[config.mk]
export PLATFORM = sky130hd
export DESIGN_NAME = serial_subtractor
export DESIGN_NICKNAME = d
export VERILOG_FILES = /design/src/rtl/serial_subtractor.sv
export SDC_FILE = /design/constraint.sdc
export NUM_CORES = 1
export LEC_CHECK = 0
export CAP_MARGIN = 20
export CORE_AREA = 4 4 63 65
export CTS_BUF_LIST = sky130_fd_sc_hd__clkbuf_4 sky130_fd_sc_hd__clkbuf_8 sky130_fd_sc_hd__clkbuf_16
export DETAILED_ROUTE_END_ITERATION = 10
export DIE_AREA = 0 0 67 69
export GPL_TIMING_DRIVEN = 0
export MAX_ROUTING_LAYER = met4
export PLACE_DENSITY_LB_ADDON = 0.3
export RECOVER_POWER = 100
export SYNTH_ARGS = -nofsm -noshare
export SYNTH_HDL_FRONTEND = slang
export SYNTH_SLANG_ARGS = --single-unit
[constraint.sdc]
create_clock -name clk -period 1.2 [get_ports clk]
set_input_delay 0.12 -clock clk [delete_from_list [all_inputs] [get_ports clk]]
set_output_delay 0.12 -clock clk [all_outputs]
set_load 0.05 [all_outputs]
[src/rtl/serial_subtractor.sv]
// Bit-serial WIDTH-bit subtractor (diff = a - b), LSB first, one full-subtractor cell, start/done handshake.
// Optional signed overflow flag on port ovf when SUB_SIGNED_OVF_EN is defined.
module serial_subtractor #(
    parameter int WIDTH = 8
) (
    input  logic             clk,
    input  logic             rst_n,
    input  logic             start,
    input  logic [WIDTH-1:0] a,
    input  logic [WIDTH-1:0] b,
    output logic             busy,
    output logic             done,
    output logic [WIDTH-1:0] diff,
    output logic             borrow_out
`ifdef SUB_SIGNED_OVF_EN
    ,
    output logic             ovf
`endif
);

    localparam int CW = (WIDTH > 2) ? $clog2(WIDTH) : 1;

    typedef enum logic [1:0] {
        IDLE  = 2'd0,
        SHIFT = 2'd1,
        DONE  = 2'd2
    } state_t;

    state_t           state_r;
    logic [WIDTH-1:0] sh_a_r;
    logic [WIDTH-1:0] sh_b_r;
    logic             br_r;
    logic [CW-1:0]    cnt_r;
    logic             d_s;
    logic             br_nxt_s;
    logic             last_bit_s;

`ifdef SUB_SIGNED_OVF_EN
    logic             sign_a_r;
    logic             sign_b_r;
`endif

    // Single full-subtractor cell acting on the current LSBs and the running borrow.
    always_comb begin
        d_s        = sh_a_r[0] ^ sh_b_r[0] ^ br_r;
        br_nxt_s   = (~sh_a_r[0] & sh_b_r[0]) | (~(sh_a_r[0] ^ sh_b_r[0]) & br_r);
        last_bit_s = (cnt_r == CW'(WIDTH - 1));
    end

    // Control FSM with registered handshake outputs and the serial datapath.
    always_ff @(posedge clk or negedge rst_n) begin
        if (!rst_n) begin
            state_r    <= IDLE;
            sh_a_r     <= {WIDTH{1'b0}};
            sh_b_r     <= {WIDTH{1'b0}};
            br_r       <= 1'b0;
            cnt_r      <= {CW{1'b0}};
            busy       <= 1'b0;
            done       <= 1'b0;
            diff       <= {WIDTH{1'b0}};
            borrow_out <= 1'b0;
`ifdef SUB_SIGNED_OVF_EN
            sign_a_r   <= 1'b0;
            sign_b_r   <= 1'b0;
            ovf        <= 1'b0;
`endif
        end else begin
            case (state_r)
                IDLE: begin
                    done <= 1'b0;
                    if (start) begin
                        sh_a_r   <= a;
                        sh_b_r   <= b;
                        br_r     <= 1'b0;
                        cnt_r    <= {CW{1'b0}};
                        diff     <= {WIDTH{1'b0}};
                        busy     <= 1'b1;
`ifdef SUB_SIGNED_OVF_EN
                        sign_a_r <= a[WIDTH-1];
                        sign_b_r <= b[WIDTH-1];
`endif
                        state_r  <= SHIFT;
                    end else begin
                        state_r  <= IDLE;
                    end
                end
                SHIFT: begin
                    // Result bits enter at the MSB so bit 0 lands in place after WIDTH shifts.
                    diff   <= {d_s, diff[WIDTH-1:1]};
                    br_r   <= br_nxt_s;
                    sh_a_r <= {1'b0, sh_a_r[WIDTH-1:1]};
                    sh_b_r <= {1'b0, sh_b_r[WIDTH-1:1]};
                    if (last_bit_s) begin
                        state_r <= DONE;
                    end else begin
                        cnt_r   <= cnt_r + CW'(1);
                        state_r <= SHIFT;
                    end
                end
                DONE: begin
                    done       <= 1'b1;
                    busy       <= 1'b0;
                    borrow_out <= br_r;
`ifdef SUB_SIGNED_OVF_EN
                    ovf        <= (sign_a_r != sign_b_r) && (diff[WIDTH-1] != sign_a_r);
`endif
                    state_r    <= IDLE;
                end
                default: begin
                    busy    <= 1'b0;
                    done    <= 1'b0;
                    state_r <= IDLE;
                end
            endcase
        end
    end

endmodule

## Word-level counts from Yosys, hierarchy flattened

Index checks and enable logic that the tools add are counted.

| storage, ports and cells | value |
|---|---|
| flip-flop bits (word level) | 33 |
| output and inout bits | 11 |
| word-level logic and storage cells | 45 |
| bits of input ports | 19 |

| cells by class | value |
|---|---|
| bitwise logic cells | 8 |
| reductions and logical operators | 5 |
| equality and inequality tests | 5 |
| multiplexer cells | 17 |
| add/subtract/negate cells | 1 |

Operator list:

| operator | count |
|---|---|
| 8-bit case mux with 2 select lines | 3 |
| 8-bit two-way mux | 3 |
| 3-bit two-way mux | 2 |
| 1-bit case mux with 2 select lines | 3 |
| 3-bit case mux with 2 select lines | 1 |
| 2-bit != test, second input constant | 2 |
| 2-bit case mux with 2 select lines | 1 |
| 2-bit AND reduction | 2 |
| 3-bit by 1-bit adder with 3-bit output, second input constant | 1 |
| 3-bit equality test, second input constant | 1 |
| 1-bit two-way mux | 3 |
| 1-bit NOT | 3 |
| 3-bit AND reduction | 1 |
| 1-bit AND | 2 |
| 2-bit by 1-bit equality test with 1-bit output, second input constant | 1 |
| 2-bit equality test, second input constant | 1 |
| 2-bit zero test | 1 |
| 2-bit two-way mux | 1 |
| 2-bit nonzero test | 1 |
| 1-bit bitwise XOR | 2 |
| 1-bit OR | 1 |

## Longest topological paths before layout

Gate-level depths: netlist of the first run.

| depth | value |
|---|---|
| word-level depth | 5 |
| mapped depth | 5 |
| depth with buffers taken out | 5 |

## Worst setup path after synthesis of the first run

No wires, ideal clock.

| timing path | value |
|---|---|
| kind | register -> register |
| start point | reg cnt_r[0] |
| end point | reg cnt_r[1] |
| setup slack | -7 ps |
| data required time | 1117 ps |
| setup time | 83 ps |
| path buffers | 0 |
| clock period less this slack | 1207 ps |
| data arrival time | 1124 ps |
| cell stages (with the launch flop) | 6 |
| cell sequence | dfrtp_1 -> ha_1 -> ha_1 -> nor2_1 -> a22oi_1 -> o21ai_0 |

| between the ends | value |
|---|---|
| word-level cells in the longest chain between the ends | 3 |
| elaborated cells between the ends (all ways) | 6 |
| those cells by class | 1 x add/sub; 2 x eq/ne; 2 x mux; 1 x reduce/logical |

Ends and longest elaborated chain:

| item | line | source |
|---|---|---|
| start: declaration | 33 | `logic [CW-1:0] cnt_r;` |
| start signal: assignment | 57 | `cnt_r <= {CW{1'b0}};` |
| start signal: assignment | 75 | `cnt_r <= {CW{1'b0}};` |
| start signal: assignment | 96 | `cnt_r <= cnt_r + CW'(1);` |
| 3-bit by 1-bit adder with 3-bit output or 3-bit equality test (tied branches) | 96, 47 |  |
| 3-bit two-way mux or 2-bit != test (tied branches) | -- |  |
| 3-bit case mux with 2 select lines or 3-bit AND reduction (tied branches) | -- |  |

Parallel ways exist; a longest one is shown, timed or not. The select of a mux whose other input is x is not followed.
A chain may end at the register's enable or synchronous reset.

## Final worst setup path of the first run

| timing path | value |
|---|---|
| start point | reg state_r[0] |
| end point | reg sh_a_r[1] |

| between the ends | value |
|---|---|
| word-level cells in the longest chain between the ends | 3 |
| elaborated cells between the ends (all ways) | 6 |
| those cells by class | 2 x eq/ne; 1 x mux; 3 x reduce/logical |

Ends and longest elaborated chain:

| item | line | source |
|---|---|---|
| start: declaration | 29 | `state_t state_r;` |
| start signal: assignment | 53 | `state_r <= IDLE;` |
| start signal: assignment | 82 | `state_r <= SHIFT;` |
| start signal: assignment | 84 | `state_r <= IDLE;` |
| 2-bit by 1-bit equality test with 1-bit output or 2-bit zero test (tied branches) | 68 | `case (state_r)` |
| 2-bit nonzero test (no source line) or 2-bit != test (tied branches) | -- |  |
| 2-bit AND reduction (no source line) | -- |  |
| end signal: assignment | 54 | `sh_a_r <= {WIDTH{1'b0}};` |
| end signal: assignment | 91 | `sh_a_r <= {1'b0, sh_a_r[WIDTH-1:1]};` |
| end: declaration | 30 | `logic [WIDTH-1:0] sh_a_r;` |

Parallel ways exist; a longest one is shown, timed or not.

==> results of run 1 <==
[critical path: stages (launching register included)]
cell and delay (ps):
dfrtp_1 400, buf_6 150, nand2b_4 190, clkbuf_16 200, nor3_2 130, nor3_2 60
[registers in the layout, summed over array words and instances, names as in the netlist]
name and cells:
cnt_r 3, diff 8, busy 1, borrow_out 1
state_r 2, br_r 1, sh_a_r 8, sh_b_r 8
done 1
[cell type report]
class,count,area share
inverter,3,0.00765
multi-input combinational,98,0.345
buffer,10,0.0512
timing repair buffer,39,0.154
clock buffer,7,0.0276
sequential,33,0.388
tap,46,0.0271
[layer usage]
metal,share of wire,global-route usage
met4,0.022,0.0788
met3,0.049,0.0438
met5,0,-
met2,0.50,0.243
met1,0.43,0.215
[layout by cell type (no fill, tap or decap), types with 2 or more instances in the layout]
cell type / instances
nor2_1: 11
clkdlybuf4s50_1: 17
nand2b_1: 3
buf_4: 7
nand2_1: 5
buf_6: 4
nor2_2: 3
nand2_2: 2
nor2_4: 2
nor3_2: 13
a22o_1: 8
a21oi_1: 3
buf_2: 3
clkbuf_4: 7
dfrtp_1: 33
buf_8: 2
nor3_1: 21
o21ai_1: 7
clkbuf_2: 12
nand2b_4: 2
a221o_1: 2
[kinds of logic (layout without fill, tap and decap cells)]
group,after synthesis,count (layout),share of synthesized area
AND/OR/NAND/NOR,67,67,0.222
adder cells (fa/ha/maj),3,3,0.0305
multiplexers,1,1,0.00763
buffers and inverters,13,59,0.0475
AO/OA/AOI/OAI,27,27,0.132
flip-flops,33,33,0.560
[power by group through the flow]
| stage | Sequential (uW) | Clock (uW) | Combinational (uW) |
|---|---|---|---|
| floorplan | 2400 | 0 | 1140 |
| global placement | 1920 | 0 | 2260 |
| detailed placement | 1960 | 0 | 2320 |
| CTS | 1940 | 649 | 2470 |
| global route | 2040 | 733 | 3020 |
| finish | 1990 | 670 | 2770 |
[what timing repair did]
| action | 4_1_cts | 5_1_grt |
|---|---|---|
| hold buffers | 1 | 0 |
| setup buffers | 2 | 3 |
| pin swaps | 0 | 5 |
| gates cloned | 0 | 4 |
| endpoints found under the setup margin | 37 | 37 |
| resized for setup | 65 | 52 |
| endpoints found under the hold margin | 33 | 0 |
[stage by stage]
stage	worst slack, ps	hold slack [ps]	std cells
global placement	-606	459	219
CTS	-30.4	380	229
global route	-89.1	349	236
floorplan	37.2	-176	144
detailed placement	-313	220	219
finish	-32.8	362	236
[worst paths after layout]
path / startpoint / to / slack, ps / depth (start not counted)
worst max register to register: state_r[0] / sh_a_r[1] / -30 / 5
worst min register to register: done / done / 490 / 1
max in group asynchronous: rst_n / busy / 280 / 2
worst min-delay path: a[7] / sh_a_r[7] / 360 / 3
min in group asynchronous: rst_n / sh_a_r[5] / 400 / 2
worst max-delay path: state_r[0] / sh_a_r[1] / -30 / 5
==> results.md, run 1 <==
- First-pass GRT wire length: 5810 um
- Startpoint types: flop
- Top cell type's share of synthesized area: 0.560
- Core area: 0.00334 mm2
- Peak Freq: 811 MHz
- Yosys cell types: 26
- Outcome: finished with violations
- Die Y: 69 um
- H-tree depth: 2
- Pint: 3070 uW
- Area leader, netlist: dfrtp_1
- Final Setup Violations: 8
- Final worst slack: -32.8 ps
- Arr. time, crit path: 1470 ps
- Post-synth ARST share: 1.00
- Die Width: 67 um
- WL final: 3850 um
- Worst clock skew: 4.26 ps
- CP Max Fanout: 7
- Area of the multi-input gates: 733 um2
- CTS max path bufs: 2
- Lkg Pwr: 0.000952 uW
- Share of cells above drive strength 1: 0.379
- Top post-synthesis cells by area: dfrtp_1 (56%), nor3_1 (12%), a22o_1 (4.7%)
- Cell area after layout: 0.00213 mm2
- GPL Wtd Cong: 0.805
- DR WL/cell: 16.3 um
- Sum Neg Setup Slack: -86.1 ps
- Sequential power share: 0.367
- Number of remaining DRC errors: 0
- Post-synth top cells: nor3_1 (35), dfrtp_1 (33), nor2_1 (16)
- Sw Pwr: 2360 uW
- # IOs: 30
- Post-synth EDFFs: 0
- N_diodes: 0
- Final Power: 5430 uW
- Worst vdd ir: 1.11 mV
- Final Util: 0.637
- Area growth syn-to-layout: 44.2%
- HPWL Detailed: 2310 um
- Fillers: 285
- # Max-Cap Violations: 0
- Drt pass-1 iters: 4
- Yosys warns: 0
- Syn Nets: 166
- Final Hold Viols: 0
- Final Slew Violations: 0
- Worst Path Required: 1440 ps
- Clock power frac: 0.123
- Critical Path Sink Type: flop
- Largest net degree at the start of global routing: 34
- DRT antenna net count: 0
- Register area: 826 um2
- Global Route Usage Sum: 0.167
- Root Buffer: clkbuf_4
- Vias in the first global route: 1268
- Clk sink count: 33
- Sequential share of the synthesized area: 0.560
- Cell Area, Placed: 0.00182 mm2
- Starting DRC count in detailed routing: 87
- Port Buffer Count: 29
- Fin nets: 212
- Syn_area_per_cell: 10.2 um2
- Syn Std Cell Area: 0.00148 mm2
- Cell with the most instances after synthesis: nor3_1
- Register bit total from synthesis: 33
- Initial Util: 0.442
- PwrDens: 2550 mW/mm2
- FP Rows: 21
- Avg Vias per Cell: 5.32
- Comb power frac: 0.510
- Antenna violations before repair: 0
- Clock tree from TritonCTS: built
- Worst Max-Slew Pin Slew: 818 ps
- Final period util: 1.03
- Min cycle time layout: 1230 ps
- Top_reg_cell synth: dfrtp_1
- Hold Path Class: in2reg
- Failing checks: negative setup slack
- Worst-skew pair later-pin latency: 340 ps
- TritonCTS Buffers: 5
- Grt ovf: 0
- DR vias: 1256
- Net Sw Frac: 0.434
- Die area: 0.00462 mm2
- Worst-path clk slew: 100 ps
- RSZ-0062 raised after global routing: true
- Synth Instances: 144
- Relative slew slack: 0.455
- Crit Path Class: reg2reg
Note: power is estimated with default switching activity, not from simulation.
==> run 2, diff against run 1 <==
--- a/config.mk
+++ b/config.mk
@@ -10,7 +10,7 @@
 export CTS_BUF_LIST = sky130_fd_sc_hd__clkbuf_4 sky130_fd_sc_hd__clkbuf_8 sky130_fd_sc_hd__clkbuf_16
 export DETAILED_ROUTE_END_ITERATION = 10
 export DIE_AREA = 0 0 67 69
-export GPL_TIMING_DRIVEN = 0
+export GPL_TIMING_DRIVEN = 1
 export MAX_ROUTING_LAYER = met4
 export PLACE_DENSITY_LB_ADDON = 0.3
 export RECOVER_POWER = 100
==> run 2 against run 1 <==
Compared with the run above: the run still ends with negative setup slack left; global-route usage rose by 0.76 points; die area stayed put; critical path depth decreased by 2; final area increased by 1.4%; cell count grew 0.85%; clock-buffer cell count stayed put; total power hardly changed; clock skew barely moved; highest routed layer unchanged.
==> results.md, run 2 (same netlist as run 1, synthesis figures left out) <==
- Final Slew Violations: 0
- Share of cells above drive strength 1: 0.380
- Most frequent cells in the layout: dfrtp_1 (31), nor3_1 (23), clkdlybuf4s50_1 (16), nor2_1 (14), nor3_2 (12)
- Final Setup Violations: 1
- Peak Freq: 829 MHz
- Critical Path Sink Type: flop
- Die area: 0.00462 mm2
- Die Y: 69 um
- Grt ovf: 0
- Area growth syn-to-layout: 46.1%
- WL final: 3870 um
- Outcome: finished with violations
- Register area: 828 um2
- FF-to-FF path depth: 3
- Worst-path clk slew: 90 ps
- Largest registers: diff x8, sh_a_r x8, sh_b_r x8
- Crit path cell chain: inv_1 > fa_1 > a22o_1
- Hold Crit Depth: 4
- RSZ-0062 raised after global routing: true
- Startpoint types: flop
- Starting DRC count in detailed routing: 61
- Fillers: 279
- Root Buffer: clkbuf_4
- Commonest non-fill, non-tap cell in the layout: dfrtp_1
- N_diodes: 0
- PwrDens: 2520 mW/mm2
- HPWL Detailed: 2420 um
- Cell area after layout: 0.00216 mm2
- Arr. time, crit path: 1450 ps
- CP Max Fanout: 3
- Number of remaining DRC errors: 0
- Min cycle time layout: 1210 ps
- # IOs: 30
- Fin nets: 214
- TritonCTS Buffers: 5
- Largest net degree at the start of global routing: 34
- Port Buffer Count: 29
- Cell Area, Placed: 0.00201 mm2
- FP Rows: 21
- Crit Path Class: reg2reg
- # Max-Cap Violations: 0
- Relative slew slack: 0.453
- GPL Wtd Cong: 0.894
- Sum Neg Setup Slack: -6.40 ps
- Worst vdd ir: 1.11 mV
- DR WL/cell: 16.2 um
- DRT antenna net count: 0
- Clock tree from TritonCTS: built
- Hold Path Class: in2reg
- Hold Buf Count CTS: 0
- Final worst slack: -6.40 ps
- DR vias: 1282
- Worst-skew pair later-pin latency: 340 ps
- Failing checks: negative setup slack
- H-tree depth: 2
- Final Power: 5430 uW
- Global Route Usage Sum: 0.175
- Vias in the first global route: 1292
- First-pass GRT wire length: 5990 um
- CTS max path bufs: 2
- Die Width: 67 um
- Worst Path Required: 1440 ps
- Final period util: 1.01
- Area of the multi-input gates: 747 um2
- Critical path's slowest cell: fa_1
- Core area: 0.00334 mm2
- Drt pass-1 iters: 4
- Worst Max-Slew Pin Slew: 821 ps
- Final Hold Viols: 0
- Antenna violations before repair: 0
- Critical Path Max Stage Delay: 420 ps
- Lkg Pwr: 0.000983 uW
- Worst clock skew: 4.17 ps
- Avg Vias per Cell: 5.39
- Clk sink count: 33
- Initial Util: 0.442
## run 2: changes by cell type in the layout (fill, tap and decap cells not counted), sizes merged
cell / delta
clkbuf: -7
clkdlybuf4s50: -1
buf: +8
dlymetal6s2s: +1
o21ba: +1
## run 2: report_power, final
group          switching, uW  internal (uW)  leakage [uW]
combinational           1560           1230      0.000546
sequential               369           1610      0.000402
clock                    363            299     0.0000348
## run 2: area by class of cell
type | count | share of cell area
flip-flops and latches | 33 | 0.384
clock buffers | 7 | 0.0273
multi-input cells | 99 | 0.346
well taps | 46 | 0.0267
inverters | 3 | 0.00522
repair buffers | 50 | 0.210
## run 2: what timing repair did
| action | 4_1_cts | 5_1_grt |
|---|---|---|
| hold endpoints to repair | 0 | 0 |
| endpoints found under the setup margin | 28 | 30 |
| gates resized for setup | 10 | 42 |
| gates cloned | 0 | 1 |
| buffers inserted | 0 | 7 |
| pin swaps | 0 | 9 |
## run 2: final timing paths
| kind | endpoint | startpoint | slack (ps) |
|---|---|---|---|
| worst max-delay path | br_r | sh_a_r[0] | -6 |
| worst min-delay path | sh_a_r[7] | start | 340 |
| worst max register to register | br_r | sh_a_r[0] | -6 |
| worst min register to register | done | done | 490 |
| max in group asynchronous | state_r[0] | rst_n | 240 |
| min in group asynchronous | sh_a_r[5] | rst_n | 400 |
## run 2: per-layer routing
metal  wire, um  track usage  up-vias
li1           -            -      606
met1       1640        0.225      635
met2       1990        0.264       35
met3        178       0.0357        6
met4         65       0.0743        0
met5          0            -        -
## run 2: through the flow
step | setup WS [ps] | std cells | util | hold WS (ps)
2_1_floorplan | 37.2 | 144 | - | -176
3_3_place_gp | -139 | 223 | 0.601 | 482
3_5_place_dp | -186 | 223 | 0.601 | 484
4_1_cts | 8.07 | 230 | 0.628 | 139
5_1_grt | -58.9 | 238 | 0.646 | 354
6_report | -6.40 | 238 | 0.646 | 343
## run 2: critical path: cells and delay by family (launching register included)
kind / cells / cell delay, ps
flops: 1 / 400
compound gates: 1 / 210
fa+ha+maj: 1 / 420
buf+inv: 1 / 80
